$ cat src/rtl/clic_gateway_pkg.sv
// clic_gateway_pkg: shared constants for the CLIC interrupt gateway.
//   - trigger-type encoding (attr.trig[0]) and polarity encoding (attr.trig[1])
//   - clic_id_width(): width of a claim id for a given source count (min 1)
package clic_gateway_pkg;

   localparam logic TRIG_LEVEL = 1'b0;
   localparam logic TRIG_EDGE  = 1'b1;
   localparam logic POL_HIGH   = 1'b0;  // high level / rising edge
   localparam logic POL_LOW    = 1'b1;  // low level / falling edge

   function automatic int clic_id_width(input int n_source);
      return (n_source > 1) ? $clog2(n_source) : 1;
   endfunction

endpackage

$ cat src/rtl/clic_gateway_src.sv
// clic_gateway_src: per-source gateway slice.
//   Synchronizes one raw interrupt line, normalizes its polarity, detects
//   active edges and holds the pending bit.
// Ports:
//   clk_i, rst_ni    clock, async active-low reset
//   src_i            raw interrupt line (may be asynchronous)
//   le_i, tp_i       trigger type (0 level / 1 edge), polarity (0 high / 1 low)
//   ip_sw_i/_we_i    software write value / strobe
//   claim_hit_i      this source was claimed this cycle
//   ip_o             registered pending bit
module clic_gateway_src
   import clic_gateway_pkg::*;
#(
   parameter int SYNC_STAGES = 2
) (
   input  logic clk_i,
   input  logic rst_ni,
   input  logic src_i,
   input  logic le_i,
   input  logic tp_i,
   input  logic ip_sw_i,
   input  logic ip_sw_we_i,
   input  logic claim_hit_i,
   output logic ip_o
);

   logic s, n, edge_hit;
   logic n_q, tp_q, ip_q, ip_d;

   generate
      if (SYNC_STAGES == 0) begin : g_nosync
         assign s = src_i;
      end else begin : g_sync
         logic [SYNC_STAGES-1:0] sync_q;
         always_ff @(posedge clk_i or negedge rst_ni) begin
            if (!rst_ni) begin
               sync_q <= '0;
            end else begin
               sync_q[0] <= src_i;
               for (int k = 1; k < SYNC_STAGES; k++) sync_q[k] <= sync_q[k-1];
            end
         end
         assign s = sync_q[SYNC_STAGES-1];
      end
   endgenerate

   assign n = (tp_i == POL_HIGH) ? s : ~s;

   // A polarity change flips n without any activity on the line; mask the
   // edge detector for that cycle so it is not mistaken for an interrupt.
   assign edge_hit = n & ~n_q & (tp_i == tp_q);

   always_comb begin
      ip_d = ip_q;
      if (le_i == TRIG_LEVEL) begin
         ip_d = n;
      end else begin
         // Edge is OR'd last so a fresh edge survives a claim or a SW clear.
         if (ip_sw_we_i)       ip_d = ip_sw_i;
         else if (claim_hit_i) ip_d = 1'b0;
         ip_d = ip_d | edge_hit;
      end
   end

   always_ff @(posedge clk_i or negedge rst_ni) begin
      if (!rst_ni) begin
         n_q  <= 1'b0;
         tp_q <= 1'b0;
         ip_q <= 1'b0;
      end else begin
         n_q  <= n;
         tp_q <= tp_i;
         ip_q <= ip_d;
      end
   end

   assign ip_o = ip_q;

endmodule

$ cat src/rtl/clic_gateway.sv
// clic_gateway: CLIC interrupt gateway for N_SOURCE sources.
//   Decodes the hardware claim id and instantiates one clic_gateway_src
//   slice per source.
// Ports:
//   clk_i, rst_ni          clock, async active-low reset
//   intr_src_i             raw interrupt lines
//   le_i, tp_i             per-source trigger type / polarity
//   ip_sw_i, ip_sw_we_i    per-source software write value / strobe
//   claim_valid_i/_id_i    hardware-vectored claim pulse and id
//   ip_o                   registered pending vector
module clic_gateway
   import clic_gateway_pkg::*;
#(
   parameter int N_SOURCE    = 32,
   parameter int SYNC_STAGES = 2,
   parameter int IdWidth     = clic_id_width(N_SOURCE)
) (
   input  logic                clk_i,
   input  logic                rst_ni,
   input  logic [N_SOURCE-1:0] intr_src_i,
   input  logic [N_SOURCE-1:0] le_i,
   input  logic [N_SOURCE-1:0] tp_i,
   input  logic [N_SOURCE-1:0] ip_sw_i,
   input  logic [N_SOURCE-1:0] ip_sw_we_i,
   input  logic                claim_valid_i,
   input  logic [IdWidth-1:0]  claim_id_i,
   output logic [N_SOURCE-1:0] ip_o
);

   logic [N_SOURCE-1:0] claim_hit;

   generate
      for (genvar i = 0; i < N_SOURCE; i++) begin : g_src
         // Ids >= N_SOURCE match no slice and are silently dropped.
         assign claim_hit[i] = claim_valid_i && (claim_id_i == IdWidth'(i));

         clic_gateway_src #(
            .SYNC_STAGES (SYNC_STAGES)
         ) u_src (
            .clk_i       (clk_i),
            .rst_ni      (rst_ni),
            .src_i       (intr_src_i[i]),
            .le_i        (le_i[i]),
            .tp_i        (tp_i[i]),
            .ip_sw_i     (ip_sw_i[i]),
            .ip_sw_we_i  (ip_sw_we_i[i]),
            .claim_hit_i (claim_hit[i]),
            .ip_o        (ip_o[i])
         );
      end
   endgenerate

endmodule

$ cat config.mk
export PLATFORM = sky130hd
export DESIGN_NAME = clic_gateway
export DESIGN_NICKNAME = d
export VERILOG_FILES = /design/src/rtl/clic_gateway_pkg.sv /design/src/rtl/clic_gateway_src.sv /design/src/rtl/clic_gateway.sv
export SDC_FILE = /design/constraint.sdc
export NUM_CORES = 1
export LEC_CHECK = 0
export BUFFER_PORTS_ARGS = -buffer_cell sky130_fd_sc_hd__buf_4
export CORE_AREA = 5 5 213 132
export CTS_BUF_LIST = sky130_fd_sc_hd__clkbuf_4
export DETAILED_ROUTE_END_ITERATION = 16
export DIE_AREA = 0 0 218 137
export SETUP_SLACK_MARGIN = 0.05
export SLEW_MARGIN = 40
export SYNTH_ARGS = -nofsm -noshare
export SYNTH_HDL_FRONTEND = slang
export SYNTH_SLANG_ARGS = --single-unit
$ cat constraint.sdc
create_clock -name clk_i -period 0.9 [get_ports clk_i]
set_input_delay 0.27 -clock clk_i [delete_from_list [all_inputs] [get_ports clk_i]]
set_output_delay 0.27 -clock clk_i [all_outputs]
set_load 0.005 [all_outputs]
After elaboration in Yosys (flattened, before gate mapping)
Index checks and enable logic that the tools add are counted.
{"block": "totals", "rom_bits": 0, "in_bits": 168, "register_bits": 160, "wordCells": 544, "mem_bits_rw": 0, "latch_bits": 0, "n_memories": 0}
{"block": "classes", "eq_ne": 63, "reduce_logical": 33, "multipliers": 0, "addsub": 0, "order_cmp": 0, "n_mux": 160, "bitwise_logic": 160, "shift": 0, "div": 0}
{"op": "$mux W1", "n": 160}
{"op": "$eq A5 B5 Y1 const B", "n": 16}
{"op": "$and A1 B1 Y1", "n": 64}
{"op": "$not A1 Y1", "n": 64}
{"op": "$eq A5 B4 Y1 const B", "n": 8}
{"op": "$eq A1 B1 Y1", "n": 32}
{"op": "$logic_and A1 B1 Y1", "n": 32}
{"op": "$or A1 B1 Y1", "n": 32}
{"op": "$eq A5 B3 Y1 const B", "n": 4}
{"op": "$eq A5 B2 Y1 const B", "n": 2}
{"op": "$eq A5 B1 Y1 const B", "n": 1}
{"op": "$logic_not A5 Y1", "n": 1}

Depth between registers and ports, before layout
{"block": "logic_depth", "ltp_word": 7, "depth_mapped": 4, "ltp_nobuf": 3}

Modules after synthesis
Synthesis repeated with hierarchy kept, for this count alone.
{"block": "hier_totals", "hier_cells": 495, "hier_area_um2": 5999.5}
{"module": "clic_gateway_src", "n_inst": 32, "seq_area_each_um2": 125.1, "area_per_inst_um2": 180.2, "cells_each": 14}
{"module": "clic_gateway", "n_inst": 1, "seq_area_each_um2": 0.0, "area_per_inst_um2": 234.0, "cells_each": 47}

Least setup slack after synthesis
No wires, ideal clock.
{"block": "synth_path", "kind": "in2reg", "startpoint": "in claim_id_i[4]", "endpoint": "reg g_src[12].u_src.ip_q", "t_arrival_ns": 1.185, "cell_stages": 3, "setup_slack_ns": -0.425, "setup_time_ns": 0.141, "n_path_buf": 0, "cell_sequence": "or4b_4 o311ai_1 o211ai_1"}
{"block": "synth_via", "elab_chain_cells": 7}
{"element": "start, declared", "line": "clic_gateway.sv:26", "source": "input logic [IdWidth-1:0] claim_id_i,"}
{"element": "$eq A5 B4 Y1", "line": "clic_gateway.sv:35", "source": "assign claim_hit[i] = claim_valid_i && (claim_id_i == IdWidth'(i));"}
{"element": "$logic_and A1 B1 Y1", "line": "clic_gateway.sv:35"}
{"element": "$mux W1", "line": "clic_gateway_src.sv:60", "source": "else if (claim_hit_i) ip_d = 1'b0;"}
{"element": "$mux W1", "line": "clic_gateway_src.sv:59", "source": "if (ip_sw_we_i) ip_d = ip_sw_i;"}
{"element": "$mux W1", "line": "clic_gateway_src.sv:55", "source": "if (le_i == TRIG_LEVEL) begin"}
{"element": "$or A1 B1 Y1", "line": "clic_gateway_src.sv:61", "source": "ip_d = ip_d | edge_hit;"}
{"element": "$mux W1", "line": "clic_gateway_src.sv:55"}
{"element": "net g_src[12].u_src.ip_d", "line": "clic_gateway_src.sv:28", "source": "logic n_q, tp_q, ip_q, ip_d;"}
{"element": "end signal, assigned", "line": "clic_gateway_src.sv:73", "source": "ip_q <= ip_d;"}
{"element": "end, declared", "line": "clic_gateway_src.sv:28"}
The timed path passes the listed nets, and every way through them passes these cells. The select of a mux whose other input is x is not followed.

Final worst setup path
{"block": "layout_path", "startpoint": "reg g_src[24].u_src.ip_q", "endpoint": "out ip_o[24]"}
{"element": "start, declared", "line": "clic_gateway_src.sv:28"}
{"element": "start signal, assigned", "line": "clic_gateway_src.sv:73"}
{"element": "end, declared", "line": "clic_gateway.sv:27", "source": "output logic [N_SOURCE-1:0] ip_o"}
No word-level cell between the ends.

==> out/metrics.cfg <==
[logic_synthesis]
synth_area_per_cell_sq_um = 13.0
synth-simple-area-share_pct = 8.64
ys_async_sr_fraction_pct = 100
synthXorXnorAreaFrac_pct = 4.38
synth_top_area_share_pct = 62.6
ys_types = 26
postSynthCellCount = 492
syn_area_sq_um = 6400
ys_top_cells_by_count = dfrtp_1, o21ai_0, buf_4, inv_1, xor2_1
synth-seq-cells = 160
synth_edf_count = 0
ys_seq_area_share_pct = 62.6
yosys_warnings = 0
synth.most_common_cell = dfrtp_1
yosys.area.top_type = dfrtp_1
synth.top_cells.by_area = dfrtp_1, mux2_2, o21ai_0
postSynthNetCount = 660
synthFlopType = dfrtp_1
synthMuxAreaShare_pct = 5.61
synth_fa_ha_area_share_pct = 0
synth_compound_area_share_pct = 13.1
synth_top_family_by_area = compound AO/OA/AOI/OAI gates

[sta]
setup_ws_ns = -0.596
period_needed_ns = 1.50
worst_slew_pin_slew_ns = 0.333
worst_clock_skew_ns = 0.0218
finalSetupViolCount = 64
relSlewSlack_pct = 77.8
hold_viol_final = 0
final_max_slew_viol_count = 0
fin_crit_sh_pct = 166
rsz0062_at_grt = yes
timing.fmax_ghz = 0.668

[grt]
grt-ovfl-total = 0
grt_pass1_vias = 5654
grt_antenna_before_repair = 1
grt_max_degree = 26
grt_pass1_wl_mm = 30.5
grt.total_usage_pct = 13.3

[setup_path]
critical_path.max_fanout = 2
crit_top_cell = buf_6
critPathCaptureType = output port
critPathLaunchType = register
crit_chain = buf_6 -> buf_6
slowest_delay_ns = 0.44
crit_type = register to output port
arrival_ns = 1.23
cp_num_cells = 2
cpLargestDelayFamily = flip-flops
rr_worst_depth = 4
required_ns = 0.63
critical_path_buf_inv_count = 2
r2r-start = g_src[10].u_src.ip_o
crit_path_top_delay_cell = dfrtp_1
r2r-end = g_src[10].u_src.ip_o
cp-endpoint = ip_o[24]
cp-startpoint = g_src[24].u_src.ip_o
r2r_slack_ns = -0.24

[floorplan]
core_sq_um = 26000
ioPinCount = 200
dieArea_sq_um = 29900
start_util_pct = 24.6
row_count = 46
die_h_um = 137
die_x_um = 218

[routing]
drt-total-wl_mm = 19.4
firstDrtPassIters = 5
post-route-drc-count = 0
wl_per_cell_um = 15.7
num_vias = 5176
vias_per_cell = 4.17
drtAntennaViolNets = 0
drtIter0Drc = 211

[layout]
drive_gt1_share_pct = 41.8
design_area_sq_um = 11000
syn_to_final_growth_pct = 72.2
fin_nets = 1036

[clocking]
clk_pin_slew_worst_paths_ns = 0.13
cts_sinks = 160
clk_latency_ns = 0.55
cts_buffers = 17
cts_tree = done
htreeDepth = 4
cts-root-buf = clkbuf_4
cts_hold_buf = 124
cts.path.max_buffers = 2

[place]
hpwl_mm = 13.9
gp_congestion = 0.785
placedInstanceArea_sq_um = 8690
port_buffers = 199

[power_and_ir_drop]
ir_drop_uv = 801
total_power_mw = 15.8
cellPowerDensity_nw_per_um2 = 1430
leakagePower_nw = 4.88

[worst_hold_path]
hp-class = input pin to register
whs_path_depth = 3

[status]
violations = setup timing
status = finished, violations left

[job]
maxCapViolCount = 0

## through the flow
| stage | utilization (%) | setup WS [ns] | setup TNS, ns | hold WS (ns) | cells |
|---|---|---|---|---|---|
| 2_1_floorplan | - | -0.425 | -4.71 | -0.0256 | 492 |
| 3_3_place_gp | 33.4 | -0.647 | -16.07 | 0.0785 | 1076 |
| 3_5_place_dp | 33.4 | -0.664 | -16.98 | 0.0786 | 1076 |
| 4_1_cts | 41.2 | -0.671 | -23.53 | -0.0449 | 1233 |
| 5_1_grt | 42.3 | -0.704 | -26.74 | -0.0522 | 1241 |
| 6_report | 42.3 | -0.596 | -21.76 | 0.0344 | 1241 |
## area by class of cell
cell class	instances	area, sq um
diodes	1	2.50
repair buffers	390	3550
multi-input cells	267	2630
clock buffers	20	150
well taps	360	450
fillers	2432	15000
inverters	32	120
clock inverters	11	115
flip-flops and latches	160	4000
## cells in the final DEF, fill, tap and decap left out, types with 2 or more instances in the layout
cell type / n
mux2_4: 26
buf_12: 6
nor2b_1: 31
o211ai_1: 31
nand4bb_4: 3
nand3b_1: 31
bufinv_16: 2
xor2_1: 32
o21ai_0: 62
clkinv_4: 2
buf_4: 198
buf_6: 62
o311ai_4: 19
inv_1: 32
mux2_2: 5
o311ai_2: 12
dlygate4sd3_1: 124
nand2b_4: 2
clkinv_2: 5
dfrtp_1: 160
clkbuf_4: 20
nand4b_1: 3
## logic make-up after synthesis
logic type | count (synthesis)
flip-flops | 160
AO/OA/AOI/OAI | 126
AND/OR/NAND/NOR | 77
buffers and inverters | 65
XOR/XNOR | 32
multiplexers | 32
## worst register-to-register path, stage by stage (launching register included)
cell and delay, ns:
dfrtp_1 0.43, buf_4 0.14, mux2_4 0.27, o311ai_4 0.06, o211ai_1 0.12
## power breakdown
part           leakage [nW]  total [mW]  switching [mW]  internal, mW
sequential             1.87        8.07           0.343          7.73
combinational          2.86        3.50            1.24          2.26
clock                 0.154        4.24            2.53          1.71
## routing by layer
metal  global-route usage [%]  wire, um  vias up
met5                        0         0        -
met3                     4.78      1290       18
li1                         -         -     2506
met2                     21.8      9200      138
met1                     16.9      8690     2514
met4                     3.66       257        0
## worst min-delay path by stage
stage | startpoint | end | slack (ns)
floorplan | rst_ni | g_src[0].u_src.g_sync.sync_q[0] | -0.03
global placement | rst_ni | g_src[20].u_src.g_sync.sync_q[0] | 0.08
detailed placement | rst_ni | g_src[20].u_src.g_sync.sync_q[0] | 0.08
CTS | ip_sw_we_i[27] | g_src[27].u_src.ip_o | -0.04
global route | ip_sw_we_i[27] | g_src[27].u_src.ip_o | -0.05
finish | ip_sw_we_i[24] | g_src[24].u_src.ip_o | 0.03
## registers in the layout, indices dropped and copies added (netlist names)
register / count
g_src.u_src.g_sync.sync_q: 64
g_src.u_src.ip_o: 32
g_src.u_src.n_q: 32
g_src.u_src.tp_q: 32
## what timing repair did
item / in CTS / in global routing
cloned: 0 / 0
endpoints found under the setup margin: 64 / 64
endpoints found under the hold margin: 288 / 5
gates resized for setup: 108 / 29
pin swaps: 53 / 30
setup buffers: 2 / 7
No activity file was read; power rests on OpenSTA's default activity.
